`src/rtl/v_ram_arbiter_if.sv`:
```
// Two-lane request/response bundle between online-multiplier lanes and v_ram_arbiter.
// The master side is the requesting lane logic; the slave side is the arbiter.
interface v_ram_arbiter_if #(
    parameter int DATA_WIDTH = 8,
    parameter int ADDR_WIDTH = 7
);
    logic                  r0_valid;
    logic                  r0_we;
    logic [ADDR_WIDTH-1:0] r0_addr;
    logic [DATA_WIDTH-1:0] r0_wdata;
    logic                  r0_lock;
    logic                  r0_ready;
    logic                  r0_rvalid;
    logic [DATA_WIDTH-1:0] r0_rdata;

    logic                  r1_valid;
    logic                  r1_we;
    logic [ADDR_WIDTH-1:0] r1_addr;
    logic [DATA_WIDTH-1:0] r1_wdata;
    logic                  r1_lock;
    logic                  r1_ready;
    logic                  r1_rvalid;
    logic [DATA_WIDTH-1:0] r1_rdata;

    modport master (
        output r0_valid, r0_we, r0_addr, r0_wdata, r0_lock,
        output r1_valid, r1_we, r1_addr, r1_wdata, r1_lock,
        input  r0_ready, r0_rvalid, r0_rdata,
        input  r1_ready, r1_rvalid, r1_rdata
    );

    modport slave (
        input  r0_valid, r0_we, r0_addr, r0_wdata, r0_lock,
        input  r1_valid, r1_we, r1_addr, r1_wdata, r1_lock,
        output r0_ready, r0_rvalid, r0_rdata,
        output r1_ready, r1_rvalid, r1_rdata
    );
endinterface

```
`src/rtl/v_ram_arbiter.sv`:
```
// Clear sequencer plus two-lane round-robin arbiter for the v-value residual RAM.
// Define V_ARB_LOCK_EN to let a lane hold priority across consecutive requests via rN_lock.
module v_ram_arbiter #(
    parameter int DATA_WIDTH = 8,
    parameter int ADDR_WIDTH = 7
) (
    input  logic                  clk,
    input  logic                  rst_n,
    input  logic                  clr,
    output logic                  busy,
    v_ram_arbiter_if.slave        req,
    output logic                  ram_we,
    output logic [ADDR_WIDTH-1:0] ram_write_addr,
    output logic [DATA_WIDTH-1:0] ram_data,
    output logic [ADDR_WIDTH-1:0] ram_read_addr,
    input  logic [DATA_WIDTH-1:0] ram_q
);

    typedef enum logic {
        ST_CLEAR = 1'b0,
        ST_RUN   = 1'b1
    } state_t;

    state_t                r_state, w_state_nxt;
    logic [ADDR_WIDTH-1:0] r_cnt, w_cnt_nxt;
    logic                  r_rr, w_rr_nxt;
    logic [1:0]            r_rvalid, w_rvalid_nxt;
    logic [ADDR_WIDTH-1:0] r_rd_addr, w_rd_addr_nxt;
    logic [1:0]            w_ready;

    logic [1:0]            w_valid;
    logic [1:0]            w_we;
    logic [ADDR_WIDTH-1:0] w_addr  [2];
    logic [DATA_WIDTH-1:0] w_wdata [2];
    logic                  w_prio;
    logic                  w_lane;

    assign w_valid    = {req.r1_valid, req.r0_valid};
    assign w_we       = {req.r1_we, req.r0_we};
    assign w_addr[0]  = req.r0_addr;
    assign w_addr[1]  = req.r1_addr;
    assign w_wdata[0] = req.r0_wdata;
    assign w_wdata[1] = req.r1_wdata;

`ifdef V_ARB_LOCK_EN
    logic [1:0] w_lock;
    logic       r_lock_act, w_lock_act_nxt;
    logic       r_lock_lane, w_lock_lane_nxt;

    assign w_lock = {req.r1_lock, req.r0_lock};
    assign w_prio = r_lock_act ? r_lock_lane : r_rr;
`else
    logic w_unused_lock;

    assign w_unused_lock = req.r0_lock ^ req.r1_lock;
    assign w_prio        = r_rr;
`endif

    // With both lanes asking the priority lane wins; otherwise whichever lane is valid.
    assign w_lane = (&w_valid) ? w_prio : w_valid[1];

    // NOTE: every output and next-state value gets a default before the case so no latch is inferred.
    always_comb begin
        w_state_nxt    = r_state;
        w_cnt_nxt      = r_cnt;
        w_rr_nxt       = r_rr;
        w_rvalid_nxt   = 2'b00;
        w_rd_addr_nxt  = r_rd_addr;
        w_ready        = 2'b00;
        busy           = 1'b0;
        ram_we         = 1'b0;
        ram_write_addr = w_addr[w_lane];
        ram_data       = w_wdata[w_lane];
        ram_read_addr  = r_rd_addr;
`ifdef V_ARB_LOCK_EN
        w_lock_act_nxt  = 1'b0;
        w_lock_lane_nxt = r_lock_lane;
`endif

        case (r_state)
            ST_CLEAR: begin
                busy           = 1'b1;
                ram_we         = 1'b1;
                ram_write_addr = r_cnt;
                ram_data       = '0;
                if (clr) begin
                    w_cnt_nxt = '0;
                end else if (r_cnt == '1) begin
                    w_state_nxt = ST_RUN;
                    w_cnt_nxt   = '0;
                end else begin
                    w_cnt_nxt = r_cnt + 1'b1;
                end
            end

            ST_RUN: begin
                if (clr) begin
                    w_state_nxt = ST_CLEAR;
                    w_cnt_nxt   = '0;
                end else if (|w_valid) begin
                    w_ready[w_lane] = 1'b1;
                    if (w_we[w_lane]) begin
                        ram_we = 1'b1;
                    end else begin
                        ram_read_addr        = w_addr[w_lane];
                        w_rd_addr_nxt        = w_addr[w_lane];
                        w_rvalid_nxt[w_lane] = 1'b1;
                    end
`ifdef V_ARB_LOCK_EN
                    if (w_lock[w_lane]) begin
                        w_lock_act_nxt  = 1'b1;
                        w_lock_lane_nxt = w_lane;
                    end else begin
                        w_rr_nxt = ~w_lane;
                    end
`else
                    w_rr_nxt = ~w_lane;
`endif
                end
            end

            default: w_state_nxt = ST_CLEAR;
        endcase
    end

    // NOTE: state registers use non-blocking assignments so every flop samples pre-edge values.
    always_ff @(posedge clk or negedge rst_n) begin
        if (!rst_n) begin
            r_state   <= ST_CLEAR;
            r_cnt     <= '0;
            r_rr      <= 1'b0;
            r_rvalid  <= 2'b00;
            r_rd_addr <= '0;
        end else begin
            r_state   <= w_state_nxt;
            r_cnt     <= w_cnt_nxt;
            r_rr      <= w_rr_nxt;
            r_rvalid  <= w_rvalid_nxt;
            r_rd_addr <= w_rd_addr_nxt;
        end
    end

`ifdef V_ARB_LOCK_EN
    always_ff @(posedge clk or negedge rst_n) begin
        if (!rst_n) begin
            r_lock_act  <= 1'b0;
            r_lock_lane <= 1'b0;
        end else begin
            r_lock_act  <= w_lock_act_nxt;
            r_lock_lane <= w_lock_lane_nxt;
        end
    end
`endif

    assign req.r0_ready  = w_ready[0];
    assign req.r1_ready  = w_ready[1];
    assign req.r0_rvalid = r_rvalid[0];
    assign req.r1_rvalid = r_rvalid[1];
    assign req.r0_rdata  = ram_q;
    assign req.r1_rdata  = ram_q;

endmodule
```
`src/flat_wrapper.sv`:
```
// flat-port wrapper written by rule: the top's interface ports become plain ports
module v_ram_arbiter_flat 
#(
    parameter int DATA_WIDTH = 8,
    parameter int ADDR_WIDTH = 7
)
  (clk, rst_n, clr, busy, ram_we, ram_write_addr, ram_data, ram_read_addr, ram_q, req_r0_valid, req_r0_we, req_r0_addr, req_r0_wdata, req_r0_lock, req_r1_valid, req_r1_we, req_r1_addr, req_r1_wdata, req_r1_lock, req_r0_ready, req_r0_rvalid, req_r0_rdata, req_r1_ready, req_r1_rvalid, req_r1_rdata);
  v_ram_arbiter_if #(.DATA_WIDTH(DATA_WIDTH), .ADDR_WIDTH(ADDR_WIDTH)) req_i ();
  input  logic clk;
  input  logic rst_n;
  input  logic clr;
  output logic busy;
  output logic ram_we;
  output logic [ADDR_WIDTH-1:0] ram_write_addr;
  output logic [DATA_WIDTH-1:0] ram_data;
  output logic [ADDR_WIDTH-1:0] ram_read_addr;
  input  logic [DATA_WIDTH-1:0] ram_q;
  input wire logic [$bits(req_i.r0_valid)-1:0] req_r0_valid;
  input wire logic [$bits(req_i.r0_we)-1:0] req_r0_we;
  input wire logic [$bits(req_i.r0_addr)-1:0] req_r0_addr;
  input wire logic [$bits(req_i.r0_wdata)-1:0] req_r0_wdata;
  input wire logic [$bits(req_i.r0_lock)-1:0] req_r0_lock;
  input wire logic [$bits(req_i.r1_valid)-1:0] req_r1_valid;
  input wire logic [$bits(req_i.r1_we)-1:0] req_r1_we;
  input wire logic [$bits(req_i.r1_addr)-1:0] req_r1_addr;
  input wire logic [$bits(req_i.r1_wdata)-1:0] req_r1_wdata;
  input wire logic [$bits(req_i.r1_lock)-1:0] req_r1_lock;
  output wire logic [$bits(req_i.r0_ready)-1:0] req_r0_ready;
  output wire logic [$bits(req_i.r0_rvalid)-1:0] req_r0_rvalid;
  output wire logic [$bits(req_i.r0_rdata)-1:0] req_r0_rdata;
  output wire logic [$bits(req_i.r1_ready)-1:0] req_r1_ready;
  output wire logic [$bits(req_i.r1_rvalid)-1:0] req_r1_rvalid;
  output wire logic [$bits(req_i.r1_rdata)-1:0] req_r1_rdata;
  assign req_i.r0_valid = req_r0_valid;
  assign req_i.r0_we = req_r0_we;
  assign req_i.r0_addr = req_r0_addr;
  assign req_i.r0_wdata = req_r0_wdata;
  assign req_i.r0_lock = req_r0_lock;
  assign req_i.r1_valid = req_r1_valid;
  assign req_i.r1_we = req_r1_we;
  assign req_i.r1_addr = req_r1_addr;
  assign req_i.r1_wdata = req_r1_wdata;
  assign req_i.r1_lock = req_r1_lock;
  assign req_r0_ready = req_i.r0_ready;
  assign req_r0_rvalid = req_i.r0_rvalid;
  assign req_r0_rdata = req_i.r0_rdata;
  assign req_r1_ready = req_i.r1_ready;
  assign req_r1_rvalid = req_i.r1_rvalid;
  assign req_r1_rdata = req_i.r1_rdata;
  v_ram_arbiter #(.DATA_WIDTH(DATA_WIDTH), .ADDR_WIDTH(ADDR_WIDTH)) u_core (.clk(clk), .rst_n(rst_n), .clr(clr), .busy(busy), .req(req_i), .ram_we(ram_we), .ram_write_addr(ram_write_addr), .ram_data(ram_data), .ram_read_addr(ram_read_addr), .ram_q(ram_q));
endmodule
```
`config.mk`:
```
export PLATFORM = sky130hd
export DESIGN_NAME = v_ram_arbiter_flat
export DESIGN_NICKNAME = d
export VERILOG_FILES = /design/src/rtl/v_ram_arbiter_if.sv /design/src/rtl/v_ram_arbiter.sv /design/src/flat_wrapper.sv
export SDC_FILE = /design/constraint.sdc
export NUM_CORES = 1
export LEC_CHECK = 0
export ABC_AREA = 1
export BUFFER_PORTS_ARGS = -buffer_cell sky130_fd_sc_hd__buf_2
export CORE_UTILIZATION = 42
export DETAILED_ROUTE_END_ITERATION = 12
export GPL_ROUTABILITY_DRIVEN = 0
export PLACE_DENSITY = 0.78
export SLEW_MARGIN = 30
export SYNTH_ARGS = -nofsm -noshare
export SYNTH_HDL_FRONTEND = slang
export SYNTH_SLANG_ARGS = --single-unit
```
`constraint.sdc`:
```
create_clock -name clk -period 1.48 [get_ports clk]
set_input_delay 0.37 -clock clk [delete_from_list [all_inputs] [get_ports clk]]
set_output_delay 0.37 -clock clk [all_outputs]
set_load 0.01 [all_outputs]
```
After elaboration in Yosys (flattened, before gate mapping)
Cells that the tools add are included.

Add/subtract/negate cells: 1. $lt $le $gt $ge: 3. Eq/ne operators: 2. Multiplexer cells: 37. Bitwise logic cells: 4. Reductions and logical operators: 4.

Operators by type and width (count): $mux W7 (11); $mux W8 (4); $mux W2 (7); $pmux W7 S2 (1); $mux W1 (11); $add A7 B1 Y7 const B (1); $eq A7 B7 Y1 const B (1); $pmux W1 S2 (2); $not A1 Y1 (3); $reduce_and A3 Y1 (1); $ge A2 B2 Y1 const B (1); $lt A1 B2 Y1 const B (1); $ne A2 B2 Y1 const B (1); $not A1 Y2 (1); $reduce_and A2 Y1 (1); $reduce_or A2 Y1 (1); $demux W1 S1 (1); $ge A1 B1 Y1 const B (1); $logic_and A1 B1 Y1 (1).

Register bits: 18. Output and inout port bits: 44. Word-level logic and storage cells: 56.

Logic depth before layout (Yosys ltp)
Gate-level depths: netlist of run 1.

Depth in word-level cells: 10. Gate-level depth with buffers: 8. Gate-level depth less buffers: 7.

Least setup slack after synthesis of run 1
OpenSTA, ideal clock, no wires.

Kind: in2out. From: in req_r0_valid. To: out ram_read_addr[0]. Data arrival time: 1034 ps. Required time: 1110 ps. Setup slack: 76 ps. Stages: 5. Cell sequence: nor2_1 nor2_8 nand3_4 nand2_1 nand2_1.

Cells in the longest elaborated chain, start to end: 10. Elaborated cells between the ends (all ways): 13.

Ends and longest elaborated chain: start, declared (line flat_wrapper.sv:18) `input wire logic [$bits(req_i.r0_valid)-1:0] req_r0_valid;`; $reduce_and A2 Y1 (line v_ram_arbiter.sv:60) `assign w_lane = (&w_valid) ? w_prio : w_valid[1];`; $mux W1 (line v_ram_arbiter.sv:60); $not A1 Y2 (implied by the code) (line v_ram_arbiter.sv:105) `ram_read_addr = w_addr[w_lane];`; $mux W7 (implied by the code) (3 in a row) (line v_ram_arbiter.sv:105); $mux W7; $mux W7 * (3 in a row); end, declared (line flat_wrapper.sv:16) `output logic [ADDR_WIDTH-1:0] ram_read_addr;`.

Every way passes the cells marked *; elsewhere a longest branch is shown, timed or not. The select of a mux whose other input is x is not followed.

Worst setup path after layout of run 1
From: reg u_core.r_rr. To: out ram_write_addr[3].

Cells in the longest elaborated chain, start to end: 6.

Ends and longest elaborated chain: start, declared (line v_ram_arbiter.sv:26) `logic r_rr, w_rr_nxt;`; start signal, assigned (line v_ram_arbiter.sv:137) `r_rr <= w_rr_nxt;`; $mux W1 (line v_ram_arbiter.sv:60); $not A1 Y2 (implied by the code) (line v_ram_arbiter.sv:72) `ram_write_addr = w_addr[w_lane];`; $mux W7 (implied by the code) (3 in a row) (line v_ram_arbiter.sv:72); $mux W7 (line v_ram_arbiter.sv:80) `case (r_state)`; end, declared (line flat_wrapper.sv:14) `output logic [ADDR_WIDTH-1:0] ram_write_addr;`.

No other way between the ends. The select of a mux whose other input is x is not followed.

==> results of run 1 <==
-- final timing paths --
| kind | startpoint | endpoint | slack (ns) | cells past startpoint |
|---|---|---|---|---|
| max in group asynchronous | rst_n | u_core.r_cnt[1]$_DFFE_PN0P_ | 0.65 | 2 |
| worst min-delay path | clr | u_core.r_state$_DFF_PN0_ | 0.33 | 3 |
| worst min register to register | u_core.r_rd_addr[4]$_DFF_PN0_ | u_core.r_rd_addr[4]$_DFF_PN0_ | 0.49 | 2 |
| worst max register to register | u_core.r_rr$_DFFE_PN0P_ | u_core.r_rd_addr[3]$_DFF_PN0_ | 0.09 | 8 |
| worst max-delay path | u_core.r_rr$_DFFE_PN0P_ | ram_write_addr[3] | -0.41 | 7 |
| min in group asynchronous | rst_n | u_core.r_rd_addr[2]$_DFF_PN0_ | 0.52 | 2 |
-- cell type report --
| class | instances | area (um2) |
|---|---|---|
| clock buffers | 4 | 36.3 |
| fillers | 262 | 1010 |
| flip-flops and latches | 18 | 452 |
| repair buffers | 89 | 601 |
| multi-input cells | 144 | 856 |
| inverters | 16 | 65.1 |
| well taps | 44 | 55.1 |
-- placed cells by master, fill, tap and decap left out, types with 2 or more instances in the layout --
cell type and count:
nand3_4 3, o21ai_2 5, o21ai_0 4, buf_4 18
inv_1 14, nand2_8 2, nand2_2 16, nand2_4 6
clkbuf_4 3, a21oi_1 4, nand3_1 11, o22ai_1 2
o21ai_1 10, buf_6 6, nand3_2 8, nand2_1 42
dfrtp_1 17, buf_12 2, nor2_1 25, buf_2 60
inv_4 2
-- per-layer routing --
metal  GRT usage [%]  part of all wire [%]  vias up
li1                -                     -      764
met3            5.24                   3.3        8
met2            41.1                    53       40
met5               0                     0        -
met1            29.6                    42      727
met4            9.86                   1.8        0
-- kinds of logic (layout without fill, tap and decap cells) --
family                   count (synthesis)  after routing  synth area share (%)
AO/OA/AOI/OAI                           26             26                  10.2
XOR/XNOR                                 1              1                 0.635
adder cells (fa/ha/maj)                  1              1                 0.906
buffers and inverters                   37            109                  15.9
flip-flops                              18             18                  32.6
AND/OR/NAND/NOR                        115            116                  39.8
-- flip-flops by register name, indices dropped and copies added (netlist names) --
register	cells
u_core.r_state	1
u_core.r_rr	1
u_core.r_cnt	7
u_core.r_rvalid	2
u_core.r_rd_addr	7
-- stage by stage --
step / setup TNS (ns) / instances / hold WS (ns) / setup WS [ns] / util [%]
after floorplan: 0 / 198 / 0.0744 / 0.0758 / -
after global placement: -3.78 / 304 / 0.321 / -0.216 / 57.3
after detailed placement: -4.08 / 304 / 0.322 / -0.243 / 57.3
after CTS: -8.41 / 311 / 0.311 / -0.375 / 62.3
after global routing: -10.76 / 315 / 0.323 / -0.468 / 67.1
final: -8.29 / 315 / 0.328 / -0.413 / 67.1
-- tightest hold or removal path: stages --
cell and delay, ns:
buf_2 0.09, buf_4 0.10, a21oi_1 0.03
-- where the power goes --
group	switching, W	internal (W)
combinational	0.000196	0.000151
clock	0.000156	0.000150
sequential	0.0000155	0.000512
total	0.000368	0.000814
-- timing repair --
| action | CTS | global route |
|---|---|---|
| gates cloned | 1 | 1 |
| hold endpoints to repair | 18 | 0 |
| buffers inserted | 1 | 3 |
| pin swaps | 7 | 16 |
| gates resized for setup | 29 | 28 |
| endpoints found under the setup margin | 26 | 30 |
| hold buffers | 1 | 0 |
==> summary.md, run 1 <==
| Metric | Value |
|---|---|
| Antenna-violating nets left | 0 |
| Count leader, synth | nand2_1 |
| Syn Area/Cell | ~7 um2 |
| Synth Warn # | 0 |
| Final period util | 128% |
| Post-route setup slack | -0.413 ns |
| Top_reg_cell synth | dfrtp_1 |
| Post-DR vias/cell | around 4.9 |
| Slowest-stage cell, CP | dfrtp_1 |
| CP bufs+invs | 2 |
| Drt first pass iters | 4 |
| Worst Path Arrival | 1.52 ns |
| Register bit total from synthesis | 18 |
| Largest stage delay on the critical path | ~0.42 ns |
| Detailed placement HPWL | 2.75 mm |
| Clock Tree Buf Depth | 2 |
| Worst Hold Class | input port to flip-flop |
| Register area share after synthesis | roughly 33% |
| DRT iter0 DRCs | 81 |
| Die area | roughly 3500 um2 |
| Failing checks | setup timing |
| Crit path max fanout | 7 |
| Final wirelength | between 4 and 5 mm |
| Cell taking the most area after synthesis | dfrtp_1 |
| Yosys cell types | 24 |
| Synth area leaders | dfrtp_1, nand2_1, buf_4 |
| Leakage power | between 1 and 1.5 nW |
| Share of cells above drive strength 1 | between 50% and 60% |
| Startpoint types | flip-flop |
| Synth top area share | approximately a third |
| CTS sink cnt | 18 |
| Clock buffer count from CTS | 3 |
| Number of global-route vias before repair | ~1,500 |
| # DRC | 0 |
| Setup Skew | 0.00472 ns |
| Async SR Flop Fraction | 100% |
| PortBufs | 64 |
| Core Box Area | 3080 um2 |
| Max Fclk | 528 MHz |
| Num ports | 91 |
| Worst Tran Pin Value | ~0.41 ns |
| Post-Syn Area | around 1400 um2 |
| Final Max Slew Viols | 0 |
| Antenna cells | 0 |
| Slew headroom | 72.6% |
| Commonest cells post-synth | nand2_1, nor2_1, nand3_1 |
| Rows | 20 |
| Max-cap violations | 0 |
| Kind of critical path | flip-flop to primary output |
| Global-route wire length before repair | roughly 6.4 mm |
| RSZ-0062 raised after global routing | yes |
| EDFF count, synth | 0 |
| Synth-to-Final Area Change | 49.6% |
| Die W | approximately 59 um |
| Largest net degree at the start of global routing | 19 |
| Worst-Skew Late Latency | approximately 0.30 ns |
| All-Layer GR Usage | 24.2% |
| CP cell instances | nand2_4 > buf_12 > nand3_2 > nand2_2 > nand2_1 > o21ai_1 > buf_2 |
| Antenna violations before repair | 0 |
| Endpoints failing setup | 26 |
| Initial Utilization | between 40% and 50% |
| CTS clk-pin slew, worst paths | 0.10 ns |
| WL/cell | approximately 13 um |
| Final min period | ~1.9 ns |
| Crit-path leading delay family | flip-flops |
| Power Total | about 0.0012 W |
| Die extent in y | just under 60 um |
| Remaining global-route overflow | 0 |
| Nets | 320 |
| H-tree levels | 1 |
| Status | finished, violations left |
| Vias | 1,539 |
| WP data required | roughly 1.1 ns |
| Endpoints failing hold | 0 |
| TritonCTS clock tree | built |
| Final instance area | ~2100 um2 |
| Crit. End Element | primary output |
| Post-place instance area | 1760 um2 |
| Synthesized net count | between 200 and 250 |
| CTS root buf | clkbuf_4 |
| Post-synthesis cell count | 198 |
| Peak supply drop | about 590 uV |
| PD cells | about 570 nW/um2 |
No activity file was read; power rests on OpenSTA's default activity.
==> run 2, diff against run 1 <==
--- a/config.mk
+++ b/config.mk
@@ -11,6 +11,7 @@
 export DETAILED_ROUTE_END_ITERATION = 12
 export GPL_ROUTABILITY_DRIVEN = 0
 export PLACE_DENSITY = 0.78
+export SETUP_SLACK_MARGIN = 0.2
 export SLEW_MARGIN = 30
 export SYNTH_ARGS = -nofsm -noshare
 export SYNTH_HDL_FRONTEND = slang
==> run 2 against run 1 <==
The flow still finishes with violations (setup timing). Final cell count decreased by 0.63%. Highest routed layer unchanged. Clock skew decreased by 0.0041 ns. Utilization increased by 0.24 points. Via count decreased by 1.8%. Count of clock-buffer cells in the layout unchanged. Worst setup slack improved by 0.0018 ns. Routed wire length decreased by 5.1%. Non-clock buffer count decreased by 2. Critical endpoint is now ram_read_addr[1]. Die area unchanged. Total power increased by 1.5%. Global-route usage decreased by 1.6 points.
==> summary.md, run 2 (same netlist as run 1, synthesis figures left out) <==
| Metric | Value |
|---|---|
| Global-route wire length before repair | between 5 and 6 mm |
| FF-to-FF setup slack | between 0.15 and 0.2 ns |
| Worst-Skew Late Latency | about 0.3 ns |
| H-tree levels | 1 |
| Power Total | 0.00120 W |
| Top flop regs | u_core.r_cnt x7, u_core.r_rd_addr x7, u_core.r_rvalid x2 |
| Worst Reg-to-Reg Cells | 7 |
| # DRC | 0 |
| Setup Skew | roughly 0.00064 ns |
| Clock buffer count from CTS | 3 |
| DRT iter0 DRCs | 40 |
| Worst Tran Pin Value | approximately 0.43 ns |
| RSZ-0062 raised after global routing | yes |
| Post-DR vias/cell | 4.83 |
| Final period util | 128% |
| Core Box Area | about 3100 um2 |
| Die area | 3520 um2 |
| Rows | 20 |
| Antenna cells | 0 |
| Kind of critical path | flip-flop to primary output |
| Commonest cells after routing, fill and taps aside | buf_2, nand2_1, nor2_1 |
| Clock Tree Buf Depth | 2 |
| Critical R2R Capture | u_core.r_rd_addr[3]$_DFF_PN0_ |
| PortBufs | 64 |
| Max-cap violations | 0 |
| CTS root buf | clkbuf_4 |
| Final min period | between 1.5 and 2 ns |
| Status | finished, violations left |
| CTS clk-pin slew, worst paths | around 0.11 ns |
| Final Max Slew Viols | 0 |
| Crit. End Element | primary output |
| Leakage power | around 1.1 nW |
| Hold worst-path end | u_core.r_state$_DFF_PN0_ |
| Final instance area | 2070 um2 |
| Die W | between 50 and 60 um |
| Post-place instance area | ~1800 um2 |
| Slew headroom | 71.2% |
| Vias | between 1,500 and 2,000 |
| Failing checks | setup timing |
| Endpoints failing setup | 26 |
| Drt first pass iters | 4 |
| Num ports | 91 |
| Largest net degree at the start of global routing | 25 |
| Most common cell after layout, fill and taps aside | buf_2 |
| Min-delay src | clr |
| All-Layer GR Usage | 22.6% |
| Reg-to-Reg Start | u_core.r_rr$_DFFE_PN0P_ |
| Peak supply drop | 517 uV |
| Synth-to-Final Area Change | 50.1% |
| Antenna-violating nets left | 0 |
| Number of global-route vias before repair | around 1,400 |
| CTS sink cnt | 18 |
| Endpoints failing hold | 0 |
| Nets | between 300 and 400 |
| Crit path max fanout | 8 |
| WP data required | 1.11 ns |
| Remaining global-route overflow | 0 |
| Detailed placement HPWL | between 2 and 3 mm |
| Worst Path Arrival | approximately 1.5 ns |
| TritonCTS clock tree | built |
| Final wirelength | between 3 and 4 mm |
| Worst Hold Depth | 3 |
| Antenna violations before repair | 0 |
| Worst Hold Class | input port to flip-flop |
| WL/cell | approximately 12 um |
| Share of cells above drive strength 1 | approximately 55% |
| PD cells | roughly 580 nW/um2 |
| Initial Utilization | approximately 45% |
| Post-route setup slack | -0.411 ns |
| Die extent in y | 59.3 um |
| Max Fclk | between 500 and 600 MHz |
| Startpoint types | flip-flop |
run 2: cell types whose count changed in the layout (fill, tap and decap cells not counted), moves of 2 or more:
cell,previous run,this run
buf_2,60,62
buf_4,18,15
inv_1,14,11
inv_2,0,2
nand2_1,42,37
nand2_2,16,20
run 2: worst max path at each step:
stage                            end               startpoint
floorplan           ram_read_addr[0]  u_core.r_rr$_DFFE_PN0P_
global placement    ram_read_addr[1]             req_r1_valid
detailed placement       ram_data[6]             req_r1_valid
CTS                 ram_read_addr[1]  u_core.r_rr$_DFFE_PN0P_
global route        ram_read_addr[2]  u_core.r_rr$_DFFE_PN0P_
finish              ram_read_addr[1]  u_core.r_rr$_DFFE_PN0P_
run 2: repair_timing:
action | in CTS | in global routing
hold buffers | 1 | 0
pin swaps | 13 | 4
setup buffers | 2 | 1
resized for setup | 38 | 15
gates cloned | 1 | 0
endpoints found under the hold margin | 18 | 0
endpoints found under the setup margin | 33 | 38
run 2: critical path: stages (launching register included):
cell     delay (ns)
dfrtp_1        0.43
nand2_4        0.18
nand2_8        0.10
nand2_4        0.08
nand2_4        0.10
nand3_1        0.13
nand2_2        0.06
buf_2          0.13
run 2: through the flow:
step	instances	util, %	TNS, ns	hold WS [ns]	worst slack (ns)
after floorplan	198	-	0	0.0744	0.147
final	313	67.3	-8.83	0.359	-0.411
after detailed placement	304	59.9	-4.61	0.336	-0.238
after global routing	313	67.3	-10.75	0.366	-0.478
after global placement	304	59.9	-4.26	0.330	-0.212
after CTS	312	65.1	-9.03	0.344	-0.401
run 2: routing by layer:
layer	track usage [%]	wire, um
met5	0	0
met4	6.12	68
met2	37.9	1870
met1	28.7	1650
met3	5.68	209
run 2: area by class of cell:
type                            count  area, um2
Multi-Input combinational cell    144        893
Fill cell                         264       1010
Tap cell                           44       55.1
Inverter                           16       75.1
Sequential cell                    18        452
Timing Repair Buffer               87        561
Clock buffer                        4       36.3
run 2: report_power, final:
part           switching (W)  total [W]  leakage (nW)  internal [W]
clock               0.000165   0.000316        0.0210      0.000150
combinational       0.000200   0.000355         0.846      0.000155
sequential         0.0000167   0.000528         0.244      0.000511
